[src/rtl/gray_conv_pkg.sv]
// gray_conv_pkg
//   Shared definitions for the pipelined binary/Gray converter.
//   - MODE_BIN2GRAY / MODE_GRAY2BIN : values carried on the mode bit.
//   - seg_bounds_t / seg_bounds()   : segment width and the bit range that
//     pipeline stage k resolves in the Gray-to-binary direction. Segments are
//     counted from the MSB; the last one may be narrower, and stages past the
//     last non-empty segment get hi < lo (an empty range).
package gray_conv_pkg;

  localparam logic MODE_BIN2GRAY = 1'b0;
  localparam logic MODE_GRAY2BIN = 1'b1;

  typedef struct packed {
    int seg;  // ceil(data_width / stages)
    int hi;   // top bit of the segment (negative for a surplus stage)
    int lo;   // bottom bit of the segment, clamped at 0
  } seg_bounds_t;

  function automatic seg_bounds_t seg_bounds(input int data_width,
                                             input int stages,
                                             input int k);
    seg_bounds_t b;
    b.seg = (data_width + stages - 1) / stages;
    b.hi  = data_width - 1 - k * b.seg;
    b.lo  = data_width - (k + 1) * b.seg;
    if (b.lo < 0) begin
      b.lo = 0;
    end
    return b;
  endfunction

endpackage

[src/rtl/gray_code_converter_pipe_stage.sv]
// gray_conv_stage
//   One register stage of the converter pipeline: valid, mode, word and
//   carry registers plus the conversion work assigned to this stage.
//   - Binary-to-Gray is done entirely in stage 0; later stages pass through.
//   - Gray-to-binary: this stage resolves its own segment (MSB-first) using
//     in_carry as the seed for the segment's top bit and produces the
//     segment's LSB binary bit as carry for the next stage. Bits below the
//     segment stay raw Gray; bits above it were resolved upstream.
// Ports
//   clk, srst      clock, synchronous active-high reset (clears everything)
//   load           capture the upstream word this cycle
//   in_valid/in_mode/in_data/in_carry   upstream stage (or pipeline input)
//   valid_reg/mode_reg/data_reg/carry_reg  registered stage contents
module gray_conv_stage
  import gray_conv_pkg::*;
#(
  parameter int DATA_WIDTH = 32,
  parameter int STAGES     = 4,
  parameter int STAGE_IDX  = 0
) (
  input  logic                  clk,
  input  logic                  srst,
  input  logic                  load,
  input  logic                  in_valid,
  input  logic                  in_mode,
  input  logic [DATA_WIDTH-1:0] in_data,
  input  logic                  in_carry,
  output logic                  valid_reg,
  output logic                  mode_reg,
  output logic [DATA_WIDTH-1:0] data_reg,
  output logic                  carry_reg
);

  localparam seg_bounds_t BOUNDS = seg_bounds(DATA_WIDTH, STAGES, STAGE_IDX);
  localparam int SEG_HI = BOUNDS.hi;
  localparam int SEG_LO = BOUNDS.lo;

  logic [DATA_WIDTH-1:0] data_next;
  logic                  carry_next;
  logic                  prefix;

  // For a surplus stage SEG_HI < SEG_LO, the loop body never runs, and the
  // word plus carry pass straight through.
  always_comb begin
    data_next  = in_data;
    carry_next = in_carry;
    prefix     = in_carry;
    if (in_mode == MODE_GRAY2BIN) begin
      for (int i = SEG_HI; i >= SEG_LO; i--) begin
        prefix       = in_data[i] ^ prefix;
        data_next[i] = prefix;
      end
      carry_next = prefix;
    end else if (STAGE_IDX == 0) begin
      data_next = in_data ^ (in_data >> 1);
    end
  end

  always_ff @(posedge clk) begin
    if (srst) begin
      valid_reg <= 1'b0;
      mode_reg  <= 1'b0;
      data_reg  <= '0;
      carry_reg <= 1'b0;
    end else if (load) begin
      // Loading with in_valid low inserts a bubble; the stale word behind it
      // is never observed because valid_reg gates every consumer.
      valid_reg <= in_valid;
      mode_reg  <= in_mode;
      data_reg  <= data_next;
      carry_reg <= carry_next;
    end
  end

endmodule

[src/rtl/gray_code_converter_pipe.sv]
// gray_code_converter_pipe
//   Parametrised pipelined binary<->Gray converter with a per-word mode bit
//   and valid/ready flow control. The Gray-to-binary prefix-XOR chain is cut
//   into STAGES segments, one per register stage, so wide words close timing.
//   This level only holds the load/ready chain and the port mapping.
// Parameters
//   DATA_WIDTH  word width (>= 2)
//   STAGES      pipeline depth (1..DATA_WIDTH)
// Ports
//   Clock_In, Reset_In               clock, synchronous active-high reset
//   Enable_In                        global stall: nothing moves when low
//   Mode_In, Data_In, Data_Valid_In  input word (0 = bin->Gray, 1 = Gray->bin)
//   Data_Ready_Out                   input can be accepted this cycle
//   Data_Out, Mode_Out, Data_Valid_Out  converted word from the last stage
//   Data_Ready_In                    downstream accepts the output word
//   Busy_Out                         any stage holds a valid word
module gray_code_converter_pipe
  import gray_conv_pkg::*;
#(
  parameter int DATA_WIDTH = 32,
  parameter int STAGES     = 4
) (
  input  logic                  Clock_In,
  input  logic                  Reset_In,
  input  logic                  Enable_In,
  input  logic                  Mode_In,
  input  logic [DATA_WIDTH-1:0] Data_In,
  input  logic                  Data_Valid_In,
  output logic                  Data_Ready_Out,
  output logic [DATA_WIDTH-1:0] Data_Out,
  output logic                  Mode_Out,
  output logic                  Data_Valid_Out,
  input  logic                  Data_Ready_In,
  output logic                  Busy_Out
);

  logic [STAGES-1:0]     stage_valid;
  logic [STAGES-1:0]     stage_mode;
  logic [DATA_WIDTH-1:0] stage_data  [STAGES];
  logic                  stage_carry [STAGES];
  logic [STAGES-1:0]     stage_load;

  logic [STAGES-1:0]     feed_valid;
  logic [STAGES-1:0]     feed_mode;
  logic [DATA_WIDTH-1:0] feed_data  [STAGES];
  logic                  feed_carry [STAGES];

  // stage_load[k]: stage k captures its upstream word this cycle. A stage can
  // load when it is empty or when its own word moves on in the same cycle, so
  // bubbles collapse. The chain ripples back from Data_Ready_In without a
  // register, which makes Data_Ready_Out combinational from Data_Ready_In.
  always_comb begin
    logic ripple;
    stage_load = '0;
    ripple     = Enable_In && (!stage_valid[STAGES-1] || Data_Ready_In);
    stage_load[STAGES-1] = ripple;
    for (int k = STAGES - 2; k >= 0; k--) begin
      ripple        = Enable_In && (!stage_valid[k] || ripple);
      stage_load[k] = ripple;
    end
  end

  assign Data_Ready_Out = stage_load[0];

  for (genvar gi = 0; gi < STAGES; gi++) begin : g_stage
    if (gi == 0) begin : g_feed_input
      // The first segment has no upstream binary bit; its seed is 0.
      assign feed_valid[gi] = Data_Valid_In;
      assign feed_mode[gi]  = Mode_In;
      assign feed_data[gi]  = Data_In;
      assign feed_carry[gi] = 1'b0;
    end else begin : g_feed_stage
      assign feed_valid[gi] = stage_valid[gi-1];
      assign feed_mode[gi]  = stage_mode[gi-1];
      assign feed_data[gi]  = stage_data[gi-1];
      assign feed_carry[gi] = stage_carry[gi-1];
    end

    gray_conv_stage #(
      .DATA_WIDTH (DATA_WIDTH),
      .STAGES     (STAGES),
      .STAGE_IDX  (gi)
    ) u_stage (
      .clk       (Clock_In),
      .srst      (Reset_In),
      .load      (stage_load[gi]),
      .in_valid  (feed_valid[gi]),
      .in_mode   (feed_mode[gi]),
      .in_data   (feed_data[gi]),
      .in_carry  (feed_carry[gi]),
      .valid_reg (stage_valid[gi]),
      .mode_reg  (stage_mode[gi]),
      .data_reg  (stage_data[gi]),
      .carry_reg (stage_carry[gi])
    );
  end

  assign Data_Out       = stage_data[STAGES-1];
  assign Mode_Out       = stage_mode[STAGES-1];
  assign Data_Valid_Out = stage_valid[STAGES-1];
  assign Busy_Out       = |stage_valid;

endmodule
[config.mk]
export PLATFORM = sky130hd
export DESIGN_NAME = gray_code_converter_pipe
export DESIGN_NICKNAME = d
export VERILOG_FILES = /design/src/rtl/gray_conv_pkg.sv /design/src/rtl/gray_code_converter_pipe_stage.sv /design/src/rtl/gray_code_converter_pipe.sv
export SDC_FILE = /design/constraint.sdc
export NUM_CORES = 1
export LEC_CHECK = 0
export ABC_AREA = 0
export ABC_CLOCK_PERIOD_IN_PS = 2400
export CAP_MARGIN = 40
export CORE_UTILIZATION = 33
export CTS_CLUSTER_DIAMETER = 100
export DETAILED_ROUTE_END_ITERATION = 8
export MAX_ROUTING_LAYER = met4
export SLEW_MARGIN = 15
export SYNTH_ARGS = -nofsm -noshare
export SYNTH_HDL_FRONTEND = slang
export SYNTH_SLANG_ARGS = --single-unit
[constraint.sdc]
create_clock -name Clock_In -period 2.4 [get_ports Clock_In]
set_clock_uncertainty 0.2 [all_clocks]
set_input_delay 0.24 -clock Clock_In [delete_from_list [all_inputs] [get_ports Clock_In]]
set_output_delay 0.24 -clock Clock_In [all_outputs]
set_load 0.03 [all_outputs]
## Word level (Yosys, flattened, before mapping)

Index checks and enable logic that the tools add are counted.

| storage, ports and cells | value |
|---|---|
| bits in registers | 139 |
| bits in latches | 0 |
| RAM bits | 0 |
| bits in read-only memories | 0 |
| input bits | 38 |
| output and inout port bits | 36 |
| word-level logic and storage cells | 68 |
| memories | 0 |

| operators by class | value |
|---|---|
| $add $sub $neg | 0 |
| multipliers | 0 |
| divide/modulo/power cells | 0 |
| $lt $le $gt $ge | 0 |
| equality and inequality tests | 0 |
| shift-type cells | 0 |
| mux-type cells | 8 |
| bitwise operators | 32 |
| reduce and logical (&&, ||, !) cells | 13 |

Operators by type and width:

| operator | number |
|---|---|
| $mux W8 | 4 |
| $xor A32 B31 Y32 | 1 |
| $xor A1 B1 Y1 | 31 |
| $mux W24 | 1 |
| $logic_and A1 B1 Y1 | 4 |
| $logic_not A1 Y1 | 4 |
| $logic_or A1 B1 Y1 | 4 |
| $reduce_or A4 Y1 | 1 |
| $mux W1 | 3 |

## Logic depth before layout (Yosys ltp)

Gate-level depths: netlist (run 1).

| logic depth | value |
|---|---|
| depth in word-level cells | 9 |
| gate-level depth with buffers | 7 |
| depth with buffers taken out | 6 |

## Modules after synthesis

A second synthesis (run 1) with hierarchy kept.

| unflattened totals | value |
|---|---|
| cell total of the unflattened synthesis | 635 |
| area, all modules | 6213.5 um2 |

Modules (own cells, without submodules):

| module | instances | cells each | area an instance (um2) | sequential area each (um2) |
|---|---|---|---|---|
| gray_conv_stage at g_stage[1].u_stage ... | 3 | 140 | 1421.4 | 700.7 |
| gray_conv_stage at g_stage[0].u_stage | 1 | 205 | 1893.1 | 700.7 |
| gray_code_converter_pipe | 1 | 10 | 56.3 | 0.0 |

## Least setup slack after synthesis (run 1)

Ideal clock, no wire load.

| path | value |
|---|---|
| path kind | flip-flop to flip-flop |
| from | register g_stage[3].u_stage.valid_reg |
| to | register g_stage[0].u_stage.data_reg[30] |
| setup time | 0.086 ns |
| arrival | 1.813 ns |
| required time | 2.114 ns |
| slack | 0.301 ns |
| stages on the path, launching flop included | 6 |
| buffers on the path | 1 |
| period minus slack after synthesis | 2.099 ns |
| cells stage by stage | dfxtp_1 nand4b_1 o21ai_2 clkinv_1 clkbuf_1 a211oi_1 |

| on the way | value |
|---|---|
| longest elaborated chain between the ends | 9 |

Ends and longest elaborated chain:

| element | RTL line | source |
|---|---|---|
| from (decl) | gray_code_converter_pipe_stage.sv:28 | `output logic valid_reg,` |
| from (signal assigned) | gray_code_converter_pipe_stage.sv:68 | `valid_reg <= in_valid;` |
| $logic_not A1 Y1 | gray_code_converter_pipe.sv:55 | `ripple = Enable_In && (!stage_valid[STAGES-1] \|\| Data_Ready_In);` |
| $logic_or A1 B1 Y1 | gray_code_converter_pipe.sv:55 |  |
| $logic_and A1 B1 Y1 | gray_code_converter_pipe.sv:55 |  |
| $logic_or A1 B1 Y1 | gray_code_converter_pipe.sv:58 | `ripple = Enable_In && (!stage_valid[k] \|\| ripple);` |
| $logic_and A1 B1 Y1 | gray_code_converter_pipe.sv:58 |  |
| $logic_or A1 B1 Y1 | gray_code_converter_pipe.sv:58 |  |
| $logic_and A1 B1 Y1 | gray_code_converter_pipe.sv:58 |  |
| $logic_or A1 B1 Y1 | gray_code_converter_pipe.sv:58 |  |
| $logic_and A1 B1 Y1 | gray_code_converter_pipe.sv:58 |  |
| via Data_Ready_Out | gray_code_converter_pipe.sv:29 | `output logic Data_Ready_Out,` |
| to (signal assigned) | gray_code_converter_pipe_stage.sv:70 | `data_reg <= data_next;` |
| to (decl) | gray_code_converter_pipe_stage.sv:30 | `output logic [DATA_WIDTH-1:0] data_reg,` |

The timed path passes the listed nets, and every way through them passes these cells.
A chain may end at the register's enable or synchronous reset.

## Worst setup path in the final report (run 1)

| path | value |
|---|---|
| from | register g_stage[2].u_stage.valid_reg |
| to | output Data_Ready_Out |

| on the way | value |
|---|---|
| longest elaborated chain between the ends | 7 |

Ends and longest elaborated chain:

| element | RTL line |
|---|---|
| from (decl) | gray_code_converter_pipe_stage.sv:28 |
| from (signal assigned) | gray_code_converter_pipe_stage.sv:68 |
| $logic_not A1 Y1 | gray_code_converter_pipe.sv:58 |
| $logic_or A1 B1 Y1 | gray_code_converter_pipe.sv:58 |
| $logic_and A1 B1 Y1 | gray_code_converter_pipe.sv:58 |
| $logic_or A1 B1 Y1 | gray_code_converter_pipe.sv:58 |
| $logic_and A1 B1 Y1 | gray_code_converter_pipe.sv:58 |
| $logic_or A1 B1 Y1 | gray_code_converter_pipe.sv:58 |
| $logic_and A1 B1 Y1 | gray_code_converter_pipe.sv:58 |
| to (decl) | gray_code_converter_pipe.sv:29 |

No other way between the ends.

==> out/qor.csv, run 1 <==
metric,value,unit
peak supply drop,388,uV
root buf cell,clkbuf_16,
DRC viols,0,
first-pass GRT wire length,20.2,mm
fin crit share,92.8,%
fin crit period,2.23,ns
layout cells sized above 1,7.43,%
fin. max-slew vios,0,
Syn Inst Count,708,
# diodes,0,
final hold viol count,0,
Worst-Margin Slew,0.519,ns
Synth top cells by count,"178 x nand2_1, 139 x dfxtp_1, 90 x a21oi_1",
initial core utilization,33.8,%
vias per std cell,4.54,
Critical Path AT,1.79,ns
final instance area,0.00743,mm2
Gate power share,11.8,%
synthesis-to-finish area growth,27.6,%
row cnt,48,
RD Place Congestion,0.761,
Finished Core Util,43.1,%
ys async rst share,0,%
clock sinks,139,
ranking of synthesized cells by area,"dfxtp_1 48%, nand2_1 11%, a21oi_1 7.7%",
Inserted Clock Buffers,17,
f_max,449,MHz
CP Class,reg -> out,
number of synthesized flops with an enable pin,0,
"count leader, synth",nand2_1,
sw frac,24.5,%
Yosys cell types,38,
post-synthesis cell area,0.00582,mm2
Nets,806,
largest area contributor in the netlist,dfxtp_1,
vias in the first global route,4044,
Avg WL per Cell,11.7,um
#FFs+latches synth,139,
clock slew at reported path FFs,0.06,ns
sequential share of the synthesized area,47.8,%
core area,0.0172,mm2
# setup viols final,0,
grt total ovfl,0,
CTS Buffer Depth,2,
startpoint class of the critical path,flip-flop,
Reg power frac,43.5,%
port buffer count,73,
CTS H-tree lvls,4,
Post-Route WL,11.7,mm
"Avg Cell Area, Syn",8.23,um2
internal cell power,4330,uW
Ys Warns,0,
CP Max Fanout,6,
power density over the cells,772,mW/mm2
Die Y,135,um
Max transition margin,65.4,%
Total GRT Usage,14.2,%
CTS tree,built,
leakage power,0.00264,uW
max reg flops,128,
worst hold path type,in -> reg,
NetSw,1400,uW
share of the synthesized area in the top cell type,47.8,%
first-iteration detailed-routing DRC count,302,
RSZ-0062 raised after global routing,false,
Post-CTS Setup Bufs,0,
placed cell area,0.00684,mm2
crit path capture type,primary output,
antenna-violating nets left,0,
initial antenna violation count,0,
drt first pass iters,4,
CP required,1.96,ns
# IOs,74,
post-DP HPWL,8.22,mm
CTS Hold Buffers Added,0,
total of max-cap violations,0,
clock latency on the worst-skew pair,0.41,ns
Die W,135,um
outcome,"finished, final reports clean",
"Top FF cell, synth",dfxtp_1,
clock network power share,44.7,%
Mapped Nets,746,
largest net degree at the start of global routing,71,
die area,0.0182,mm2
vias,4568,
[power by group through the flow]
stage          clock network, uW  registers [uW]  logic, uW
6_report                    2560            2500        679
5_1_grt                     2730            2510        755
4_1_cts                     2620            2500        690
3_5_place_dp                   0            2550        689
3_3_place_gp                   0            2540        678
2_1_floorplan                  0            2550        457
[final timing paths]
| check | start | end | slack [ns] | cells past startpoint |
|---|---|---|---|---|
| hold reg to reg | g_stage[1].u_stage.data_reg[27] | g_stage[2].u_stage.data_reg[27] | 0.25 | 2 |
| setup / recovery | g_stage[2].u_stage.valid_reg | Data_Ready_Out | 0.17 | 4 |
| setup reg to reg | g_stage[0].u_stage.carry_reg | g_stage[1].u_stage.carry_reg | 0.21 | 5 |
| hold / removal | Reset_In | g_stage[1].u_stage.valid_reg | 0.05 | 2 |
[per-layer routing]
| metal | part of all wire [%] | GRT usage, % | wire, um | up-vias |
|---|---|---|---|---|
| met2 | 40 | 18.5 | 4740 | 84 |
| met5 | 0 | - | 0 | - |
| met4 | 0.43 | 4.68 | 50 | 0 |
| li1 | - | - | - | 2485 |
| met3 | 3.5 | 3.23 | 406 | 2 |
| met1 | 56 | 21.1 | 6530 | 1997 |
[stage by stage]
stage	power, uW	worst slack [ns]	setup TNS (ns)	instances	hold slack, ns
finish	5740	0.173	0	1006	0.0488
detailed placement	3240	-0.000202	-0.000202	974	0.245
floorplan	3010	0.301	0	708	0.176
global route	6000	0.0387	0	1006	0.0589
CTS	5810	0.0127	0	1006	0.0383
global placement	3220	0.00925	0	974	0.239
[kinds of logic (layout without fill, tap and decap cells)]
kind of cell,after synthesis,count (layout),synth area share (%)
buffers and inverters,57,130,3.67
AO/OA/AOI/OAI,158,158,16.2
AND/OR/NAND/NOR,280,280,20.0
multiplexers,3,3,0.537
flip-flops,139,139,47.8
XOR/XNOR,71,71,11.8
[worst max-delay path, cell delays in order (launching register included)]
cell and delay (ns):
dfxtp_1 0.42, nand4b_1 0.22, o21ai_2 0.24, clkinv_1 0.13
dlygate4sd2_1 0.38
[layout by cell type, fill, tap and decap left out, types with 3 or more instances in the layout]
master           Yosys  final
buf_12               0      4
clkbuf_16            0     17
clkinv_2             0      3
nand2_1            178    178
xnor2_1             44     44
dfxtp_1            139    139
clkinvlp_4           0      3
a311oi_1             5      5
inv_1                6      6
nand3_1              5      5
clkdlybuf4s50_1      0     70
xor2_1              22     22
nor2b_1             27     27
o21ai_0             11     11
a22oi_1              4      4
a21oi_1             90     89
buf_4                0     15
a211oi_1            40     40
nor2_1              56     55
clkinv_4             0      3
[repair_timing]
item                       CTS  global route
cloned                       0             0
gates resized for setup      1             1
hold endpoints to repair     0             0
setup endpoints to repair    1             1
[cell type report]
class | instances | area [um2]
fillers | 1759 | 9800
repair buffers | 91 | 915
clock inverters | 13 | 141
flip-flops and latches | 139 | 2780
multi-input cells | 512 | 2830
clock buffers | 19 | 453
well taps | 225 | 282
inverters | 7 | 26.3
Note: power is estimated with default switching activity, not from simulation.
==> run 2, diff against run 1 <==
- SKIP_CTS_REPAIR_TIMING: unset -> 1
==> run 2 against run 1 <==
Compared with the run above: die area stayed put; critical path depth up 1; core utilization is essentially flat; largest cell class unchanged; critical path type is now reg -> reg; non-clock buffer count unchanged; sequential share of layout area barely moved; first-iteration DRC count did not move; via count is the same; fmax rose by 1.6%.
==> out/qor.csv, run 2 (same netlist as run 1, synthesis figures left out) <==
metric,value,unit,change
outcome,"finished, final reports clean",,
port buffer count,73,,unchanged
fin crit share,91.4,%,-1.4 points
DRC viols,0,,unchanged
core area,0.0172,mm2,unchanged
initial core utilization,33.8,%,unchanged
first-iteration detailed-routing DRC count,302,,unchanged
# diodes,0,,unchanged
max reg flops,128,,unchanged
Total GRT Usage,14.2,%,unchanged
largest net degree at the start of global routing,71,,unchanged
register area,0.00278,mm2,unchanged
setup TNS after final layout,0,ns,unchanged
Die W,135,um,unchanged
"commonest non-fill, non-tap cell in the layout",nand2_1,,
worst r2r src,g_stage[0].u_stage.carry_reg,,
final hold viol count,0,,unchanged
CP startpoint,g_stage[0].u_stage.carry_reg,,
Worst-Margin Slew,0.519,ns,+0.0000193 ns
CTS tree,built,,
worst hold path type,in -> reg,,
Nets,806,,unchanged
Final WS setup,0.207,ns,+0.0344 ns
row cnt,48,,unchanged
CP Class,reg -> reg,,
peak supply drop,388,uV,about the same
drt first pass iters,4,,unchanged
placed cells,974,,unchanged
CP required,2.53,ns,+0.57 ns
Inserted Clock Buffers,17,,unchanged
first-pass GRT wire length,20.2,mm,unchanged
Critical Path AT,2.32,ns,+0.53 ns
CTS Buffer Depth,2,,unchanged
initial antenna violation count,0,,unchanged
# setup viols final,0,,unchanged
clock latency on the worst-skew pair,0.41,ns,about the same
CP Max Fanout,4,,-2
startpoint class of the critical path,flip-flop,,
CTS H-tree lvls,4,,unchanged
die area,0.0182,mm2,unchanged
root buf cell,clkbuf_16,,
total of max-cap violations,0,,unchanged
hold_sp,Reset_In,,
Die Y,135,um,unchanged
R2R cell count,5,,unchanged
fin crit period,2.19,ns,-0.0344 ns
layout cells sized above 1,7.43,%,unchanged
clock slew at reported path FFs,0.06,ns,about the same
Placement Setup Slack,-0.000202,ns,unchanged
post-DP HPWL,8.22,mm,unchanged
leakage power,0.00265,uW,+0.29%
f_max,456,MHz,+1.6%
Post-Route WL,11.7,mm,unchanged
crit path capture type,flip-flop,,
fill cell count,1758,,-0.057%
area of the multi-input gates,0.00283,mm2,unchanged
vias,4568,,unchanged
grt total ovfl,0,,unchanged
Avg WL per Cell,11.7,um,unchanged
Finished Core Util,43.1,%,about the same
power density over the cells,772,mW/mm2,about the same
Max transition margin,65.4,%,about the same
clock sinks,139,,unchanged
antenna-violating nets left,0,,unchanged
post-route insts no fill,1006,,unchanged
fin. max-slew vios,0,,unchanged
Min Hold Slack,0.0488,ns,+0.0000225 ns
synthesis-to-finish area growth,27.7,%,about the same
RSZ-0062 raised after global routing,false,,
"commonest non-fill, non-tap cells in the layout","178 x nand2_1, 139 x dfxtp_1, 89 x a21oi_1",,
worst hold stages,2,,unchanged
# IOs,74,,unchanged
vias in the first global route,4044,,unchanged
RD Place Congestion,0.761,,unchanged
vias per std cell,4.54,,unchanged
-- run 2: worst max-delay path, cell delays in order (launching register included) --
cell,delay (ns)
dfxtp_1,0.41
xor2_1,0.28
xnor3_1,0.49
xnor2_1,0.30
mux2_2,0.37
o21ai_0,0.06
-- run 2: metal layers --
layer / global-route usage, % / wire length [um] / vias to the layer above
met5: - / 0 / -
met2: 18.5 / 4740 / 84
li1: - / - / 2485
met3: 3.23 / 406 / 2
met4: 4.68 / 50 / 0
met1: 21.1 / 6530 / 1997
-- run 2: power by group --
part	internal [uW]	total, uW	leakage (uW)	switching, uW
clock	1590	2560	0.000286	975
sequential	2420	2500	0.00114	74.9
combinational	325	680	0.00123	355
-- run 2: final timing paths --
check	endpoint	slack [ns]
worst max-delay path	g_stage[1].u_stage.carry_reg	0.21
worst min-delay path	g_stage[1].u_stage.valid_reg	0.05
worst min register to register	g_stage[2].u_stage.data_reg[27]	0.25
worst max register to register	g_stage[1].u_stage.carry_reg	0.21
-- run 2: cell type report --
type | count | share of cell area (%)
Multi-Input combinational cell | 512 | 38.1
Clock buffer | 19 | 6.09
Tap cell | 225 | 3.79
Sequential cell | 139 | 37.4
Clock inverter | 13 | 1.90
Timing Repair Buffer | 91 | 12.3
Inverter | 7 | 0.353
-- run 2: stage by stage --
step / total power [uW] / cell area, um2
4_1_cts: 5810 / 7430
3_3_place_gp: 3220 / 6840
3_5_place_dp: 3240 / 6840
6_report: 5740 / 7440
2_1_floorplan: 3010 / 5820
5_1_grt: 6000 / 7440
